--- src/rtl/jet_pkg.sv ---
// jet_pkg: shared field width, cone constants, tower record and builder FSM states.
package jet_pkg;

  parameter int W          = 10;
  parameter int RADIUS2    = 100;
  parameter int PHI_PERIOD = 62;

  typedef struct packed {
    logic [W-1:0] eta;
    logic [W-1:0] phi;
    logic [W-1:0] et;
    logic [W-1:0] e;
  } tower_t;

  typedef enum logic [1:0] {
    ST_IDLE  = 2'd0,
    ST_SCAN  = 2'd1,
    ST_DRAIN = 2'd2,
    ST_EMIT  = 2'd3
  } state_e;

endpackage

--- src/rtl/jet_dr2.sv ---
// jet_dr2: combinational deltaR^2 between a seed and a tower, phi wrapped on PHI_PERIOD.
// Shared with the seed selector, so it carries no state and no handshake.
module jet_dr2 #(
  parameter int W          = jet_pkg::W,
  parameter int PHI_PERIOD = jet_pkg::PHI_PERIOD
) (
  input  logic [W-1:0] seed_eta_i,
  input  logic [W-1:0] seed_phi_i,
  input  logic [W-1:0] twr_eta_i,
  input  logic [W-1:0] twr_phi_i,
  output logic [2*W:0] dr2_o
);

  logic [W-1:0]   deta;
  logic [W-1:0]   dphi_raw;
  logic [W-1:0]   dphi;
  logic [2*W-1:0] sq_eta;
  logic [2*W-1:0] sq_phi;

  always_comb begin
    deta     = (seed_eta_i >= twr_eta_i) ? (seed_eta_i - twr_eta_i) : (twr_eta_i - seed_eta_i);
    dphi_raw = (seed_phi_i >= twr_phi_i) ? (seed_phi_i - twr_phi_i) : (twr_phi_i - seed_phi_i);
    // The short way round the phi ring is the true angular distance.
    dphi     = (dphi_raw > W'(PHI_PERIOD / 2)) ? (W'(PHI_PERIOD) - dphi_raw) : dphi_raw;
    sq_eta   = {{W{1'b0}}, deta} * {{W{1'b0}}, deta};
    sq_phi   = {{W{1'b0}}, dphi} * {{W{1'b0}}, dphi};
    dr2_o    = {1'b0, sq_eta} + {1'b0, sq_phi};
  end

endmodule

--- src/rtl/jet_builder.sv ---
// jet_builder: sums every tower inside a RADIUS2 cone around each accepted seed.
// Optional JET_BUILDER_EXCLUSIVE_EN: a tower joins at most one jet per frame.
module jet_builder #(
  parameter int  W          = jet_pkg::W,
  parameter int  MAX_TOWERS = 1024,
  parameter int  RADIUS2    = jet_pkg::RADIUS2,
  parameter int  PHI_PERIOD = jet_pkg::PHI_PERIOD,
  localparam int AW         = $clog2(MAX_TOWERS)
) (
  input  logic            clk,
  input  logic            rst,
  input  logic [10:0]     numtowers,
  input  logic            frame_start,
  input  logic            seed_valid,
  output logic            seed_ready,
  input  logic [W-1:0]    seed_eta,
  input  logic [W-1:0]    seed_phi,
  input  logic [W-1:0]    seed_et,
  input  logic [W-1:0]    seed_e,
  output logic [AW-1:0]   twr_addr,
  input  logic [W-1:0]    twr_eta,
  input  logic [W-1:0]    twr_phi,
  input  logic [W-1:0]    twr_et,
  input  logic [W-1:0]    twr_e,
  output logic            jet_valid,
  input  logic            jet_ready,
  output logic [W-1:0]    jet_eta,
  output logic [W-1:0]    jet_phi,
  output logic [2*W-1:0]  jet_et,
  output logic [2*W-1:0]  jet_e,
  output logic [10:0]     jet_ntowers,
  output jet_pkg::state_e dbg_state_o,
  output logic [W-1:0]    dbg_seed_e_o
);

  import jet_pkg::*;

  // Both streams use valid/ready: a transfer happens on a rising edge where
  // valid and ready are both 1; the producer holds its payload stable while
  // valid is 1 and ready is 0, and valid never depends on ready.

  state_e         state_q, state_d;
  logic           rdy_en_q;
  logic [W-1:0]   seed_eta_q, seed_eta_d;
  logic [W-1:0]   seed_phi_q, seed_phi_d;
  logic [W-1:0]   seed_e_q, seed_e_d;
  logic [10:0]    ntw_q, ntw_d;
  logic [10:0]    idx_q, idx_d;
  logic           pend_q, pend_d;
  logic [2*W-1:0] et_sum_q, et_sum_d;
  logic [2*W-1:0] e_sum_q, e_sum_d;
  logic [10:0]    cnt_q, cnt_d;

  logic           start;
  logic           abort;
  logic           last_addr;
  logic           in_cone;
  logic           twr_used;
  logic           take;
  logic [10:0]    ntw_clamp;
  logic [2*W:0]   dr2;

  jet_dr2 #(
    .W          (W),
    .PHI_PERIOD (PHI_PERIOD)
  ) u_dr2 (
    .seed_eta_i (seed_eta_q),
    .seed_phi_i (seed_phi_q),
    .twr_eta_i  (twr_eta),
    .twr_phi_i  (twr_phi),
    .dr2_o      (dr2)
  );

  assign seed_ready   = (state_q == ST_IDLE) && rdy_en_q;
  assign jet_valid    = (state_q == ST_EMIT);
  assign twr_addr     = idx_q[AW-1:0];
  assign jet_eta      = seed_eta_q;
  assign jet_phi      = seed_phi_q;
  assign jet_et       = et_sum_q;
  assign jet_e        = e_sum_q;
  assign jet_ntowers  = cnt_q;
  assign dbg_state_o  = state_q;
  assign dbg_seed_e_o = seed_e_q;

  always_comb begin
    start     = seed_valid && seed_ready && (seed_et != '0);
    abort     = frame_start && (state_q != ST_IDLE);
    last_addr = ((idx_q + 11'd1) == ntw_q);
    ntw_clamp = (numtowers > 11'(MAX_TOWERS)) ? 11'(MAX_TOWERS) : numtowers;
    in_cone   = (dr2 < (2*W+1)'(RADIUS2));
    // pend_q marks that the tower bus carries data for last cycle's address.
    take      = pend_q && in_cone && (twr_et != '0) && !twr_used;
  end

  always_comb begin
    state_d = state_q;
    case (state_q)
      ST_IDLE: begin
        if (start) state_d = ST_SCAN;
      end
      ST_SCAN: begin
        if (ntw_q == '0)    state_d = ST_EMIT;
        else if (last_addr) state_d = ST_DRAIN;
      end
      ST_DRAIN: state_d = ST_EMIT;
      ST_EMIT: begin
        if (jet_ready) state_d = ST_IDLE;
      end
      default: state_d = ST_IDLE;
    endcase
    if (abort) state_d = ST_IDLE;
  end

  always_comb begin
    seed_eta_d = seed_eta_q;
    seed_phi_d = seed_phi_q;
    seed_e_d   = seed_e_q;
    ntw_d      = ntw_q;
    idx_d      = idx_q;
    et_sum_d   = et_sum_q;
    e_sum_d    = e_sum_q;
    cnt_d      = cnt_q;
    pend_d     = (state_q == ST_SCAN) && (ntw_q != '0) && !abort;
    if (start) begin
      seed_eta_d = seed_eta;
      seed_phi_d = seed_phi;
      seed_e_d   = seed_e;
      ntw_d      = ntw_clamp;
      idx_d      = '0;
      et_sum_d   = '0;
      e_sum_d    = '0;
      cnt_d      = '0;
    end else if ((state_q == ST_SCAN) && (ntw_q != '0) && !last_addr) begin
      idx_d = idx_q + 11'd1;
    end
    if (take) begin
      et_sum_d = et_sum_q + {{W{1'b0}}, twr_et};
      e_sum_d  = e_sum_q + {{W{1'b0}}, twr_e};
      cnt_d    = cnt_q + 11'd1;
    end
  end

  always_ff @(posedge clk or posedge rst) begin
    if (rst) begin
      state_q    <= ST_IDLE;
      rdy_en_q   <= 1'b0;
      seed_eta_q <= '0;
      seed_phi_q <= '0;
      seed_e_q   <= '0;
      ntw_q      <= '0;
      idx_q      <= '0;
      pend_q     <= 1'b0;
      et_sum_q   <= '0;
      e_sum_q    <= '0;
      cnt_q      <= '0;
    end else begin
      state_q    <= state_d;
      rdy_en_q   <= 1'b1;
      seed_eta_q <= seed_eta_d;
      seed_phi_q <= seed_phi_d;
      seed_e_q   <= seed_e_d;
      ntw_q      <= ntw_d;
      idx_q      <= idx_d;
      pend_q     <= pend_d;
      et_sum_q   <= et_sum_d;
      e_sum_q    <= e_sum_d;
      cnt_q      <= cnt_d;
    end
  end

`ifdef JET_BUILDER_EXCLUSIVE_EN
  logic [MAX_TOWERS-1:0] used_q;
  logic [AW-1:0]         pend_idx_q;

  assign twr_used = used_q[pend_idx_q];

  // A new frame releases every tower for the next set of seeds.
  always_ff @(posedge clk or posedge rst) begin
    if (rst) begin
      used_q     <= '0;
      pend_idx_q <= '0;
    end else begin
      pend_idx_q <= idx_q[AW-1:0];
      if (frame_start)  used_q <= '0;
      else if (take)    used_q[pend_idx_q] <= 1'b1;
    end
  end
`else
  assign twr_used = 1'b0;
`endif

endmodule

--- config.mk ---
export PLATFORM = sky130hd
export DESIGN_NAME = jet_builder
export DESIGN_NICKNAME = d
export VERILOG_FILES = /design/src/rtl/jet_pkg.sv /design/src/rtl/jet_dr2.sv /design/src/rtl/jet_builder.sv
export SDC_FILE = /design/constraint.sdc
export NUM_CORES = 1
export LEC_CHECK = 0
export BUFFER_PORTS_ARGS = -buffer_cell sky130_fd_sc_hd__buf_2
export CAP_MARGIN = 40
export CORE_MARGIN = 8
export CORE_UTILIZATION = 66
export CTS_BUF_LIST = sky130_fd_sc_hd__clkbuf_8
export CTS_CLUSTER_DIAMETER = 40
export DETAILED_ROUTE_END_ITERATION = 16
export PLACE_DENSITY = 0.91
export SLEW_MARGIN = 5
export SYNTH_ARGS = -nofsm -noshare
export SYNTH_HDL_FRONTEND = slang
export SYNTH_SLANG_ARGS = --single-unit
--- constraint.sdc ---
create_clock -name clk -period 24.4 [get_ports clk]
set_input_delay 3.66 -clock clk [delete_from_list [all_inputs] [get_ports clk]]
set_output_delay 3.66 -clock clk [all_outputs]
set_load 0.01 [all_outputs]
==> results.json <==
{
  "status": "finished clean",
  "syn-num-nets": 1908,
  "fin_nets": 2063,
  "seq_area_frac_synth": 0.195,
  "syn_area_per_cell_um2": 9.00,
  "insertedDiodeCount": 0,
  "drive_above_1_share": 0.176,
  "cp-start-kind": "input port",
  "postCtsSetupBuffers": 0,
  "wl_per_cell_um": 17.8,
  "r2r_start": "jet_phi[0]$_DFFE_PP0P_",
  "r2r_setup_slack_ps": 12690,
  "multi_input_area_um2": 9880,
  "cp.depth": 37,
  "reg2reg_to": "jet_et[10]$_DFFE_PP0P_",
  "cts.sinks": 107,
  "coreArea_um2": 20400,
  "num_vias": 11500,
  "area_delta_synth_final_pct": 9.53,
  "grtUsageTotal": 0.273,
  "synth_top_family_by_area": "adder cells",
  "crit_required_ps": 24690,
  "fmax_ghz": 0.0687,
  "crit_path_end": "jet_et[10]$_DFFE_PP0P_",
  "grt_max_degree": 95,
  "dp_slack_ps": 9610,
  "synthMuxAreaShare": 0.0466,
  "slowest_delay_ps": 770,
  "root_buffer": "clkbuf_8",
  "postRouteAntennaNets": 0,
  "criticalPathCategory": "in -> reg",
  "fp.dieW_um": 160,
  "numCtsBuffers": 9,
  "die_h_um": 160,
  "drv_cap": 0,
  "rows": 52,
  "timing.slew.headroom": 0.359,
  "path_clk_slew_ps": 110,
  "postPlaceCellArea_um2": 14800,
  "syn_area_um2": 13700,
  "stdcell_area_um2": 15100,
  "final_hold_viol_count": 0,
  "critical_path_buf_inv_count": 7,
  "post_synth_main_area_contributors": "fa_1, dfrtp_1, ha_1, inv_1, xnor2_1",
  "clock_path_buffers": 2,
  "arrival_ps": 14850,
  "synth_compound_area_frac": 0.111,
  "setup_viol": 0,
  "ys.flop_type": "dfrtp_1",
  "cp_slowest_cell": "xnor2_1",
  "drt_first_pass_iters": 6,
  "r2r_cells": 37,
  "yosys.area.top_type_share": 0.198,
  "synth_cell_types": 81,
  "rsz0062_at_grt": "false",
  "grt_pass1_wl_um": 58100,
  "vias_per_cell": 5.85,
  "hold_path.class": "reg -> reg",
  "hpwlAfterDp_um": 28000,
  "io_pins": 191,
  "setup_ws_ps": 9840,
  "synthAdderAreaFrac": 0.333,
  "grt_pass1_vias": 12200,
  "fin_crit_ps": 14560,
  "fill_cells": 1356,
  "cts_resized": 0,
  "remaining_drc_errors": 0,
  "yosys.area_share.simple": 0.169,
  "yosysTopAreaCell": "fa_1",
  "period_share": 0.597,
  "overflow": 0,
  "fin_skew_ps": 13.0,
  "synth_edf_count": 0,
  "hp-start": "dbg_seed_e_o[9]$_DFFE_PP0P_",
  "async_flop_share": 1.00,
  "seq_area_um2": 2680,
  "htree_levels": 3,
  "synth-seq-cells": 107,
  "drtIter0Drc": 908,
  "setup_tns_ps": 0,
  "gp_congestion": 0.935,
  "start_util": 0.675,
  "clock_latency_ps": 400,
  "routed_wirelength_um": 34800,
  "tightestPinTransition_ps": 935,
  "synth-xor-area-share": 0.0592,
  "crit_path_frequent_cell": "fa_1",
  "dieArea_um2": 25700,
  "cp-end-kind": "register",
  "postSynthCellCount": 1528,
  "slew_violations": 0,
  "crit_fanout": 94,
  "yosys_warnings": 0,
  "crit_start": "twr_phi[0]",
  "io_buffers": 190,
  "antenna_found_initial": 1,
  "final_core_util": 0.739,
  "crit_family": "adder cells",
  "postCtsHoldBufs": 0,
  "cts_tree": "built"
}
## routing by layer
metal | GRT usage | wire [µm] | vias up
li1 | - | - | 5330
met1 | 0.319 | 13300 | 5495
met2 | 0.479 | 17500 | 536
met3 | 0.0613 | 2740 | 98
met4 | 0.111 | 1230 | 2
met5 | 0 | 10 | -
## through the flow
stage          std cells  hold WS [ps]
2_1_floorplan       1528           481
3_5_place_dp        1941           458
3_3_place_gp        1937           453
4_1_cts             1957           485
5_1_grt             1958           509
6_report            1958           481
## how the worst min path moves through the flow
stage	end	cells after the start	slack (ps)
CTS	dbg_seed_e_o[9]$_DFFE_PP0P_	2	480
finish	dbg_seed_e_o[9]$_DFFE_PP0P_	2	480
floorplan	ntw_q[0]$_DFFE_PP0P_	2	480
global placement	dbg_seed_e_o[9]$_DFFE_PP0P_	2	450
global route	dbg_seed_e_o[9]$_DFFE_PP0P_	2	510
detailed placement	dbg_seed_e_o[9]$_DFFE_PP0P_	2	460
## state kept, by name (all words and copies together) (netlist names)
register and flops:
dbg_seed_e_o 10, jet_ntowers 11, jet_et 20, dbg_state_o 2, jet_e 20, ntw_q 11, idx_q 11, jet_eta 10
jet_phi 10, rdy_en_q 1, pend_q 1
## cells in the mapped netlist, types with 27 or more instances
cell type  instances
a21oi_1           47
ha_1             148
nor2_1           111
dfrtp_1          107
mux2i_1           31
o21ai_0           69
nand2_1          128
xor2_1            35
xnor2_1           56
inv_1            230
nand3_1           56
nand2b_1          34
clkbuf_1          27
fa_1             136
## cells in the final DEF, fill, tap and decap left out, types with 5 or more instances in the layout
master	count
xor2_1	35
nor2b_1	5
xnor2_1	56
nor4_1	10
a21o_1	23
mux2_4	7
and3_1	20
and2_1	10
buf_2	190
a21oi_1	47
mux2i_1	31
or3_1	7
nand4_1	6
a211oi_1	8
a2111oi_0	5
ha_1	148
a31oi_1	9
dfrtp_1	107
nand3b_1	13
or2_2	23
nor3b_1	8
mux2_2	18
nand2b_1	34
clkbuf_8	9
nand2_1	128
inv_1	229
nand3_1	55
o21bai_1	12
o21ai_0	69
nor3_1	18
buf_4	10
fa_1	136
nor2_1	111
## worst min-delay path, delay by kind of cell, from the launching register on
family           cells  cell delay [ps]
and+or+nand+nor      2              100
DFF                  1              360
## kinds of logic after synthesis
family / Yosys count
simple gates: 467
buf+inv: 290
fa+ha+maj: 284
compound gates: 229
flops: 107
xor+xnor: 92
mux: 58
other cells: 1
## final cells by class
class,instances,share of cell area
multi-input combinational,1131,0.656
sequential,107,0.178
timing repair buffer,202,0.0710
inverter,232,0.0580
tap,270,0.0224
clock buffer,9,0.00823
clock inverter,7,0.00640
Power is not shown: default switching activity piles up to over one toggle a cycle in this logic, so the estimate is an artifact.
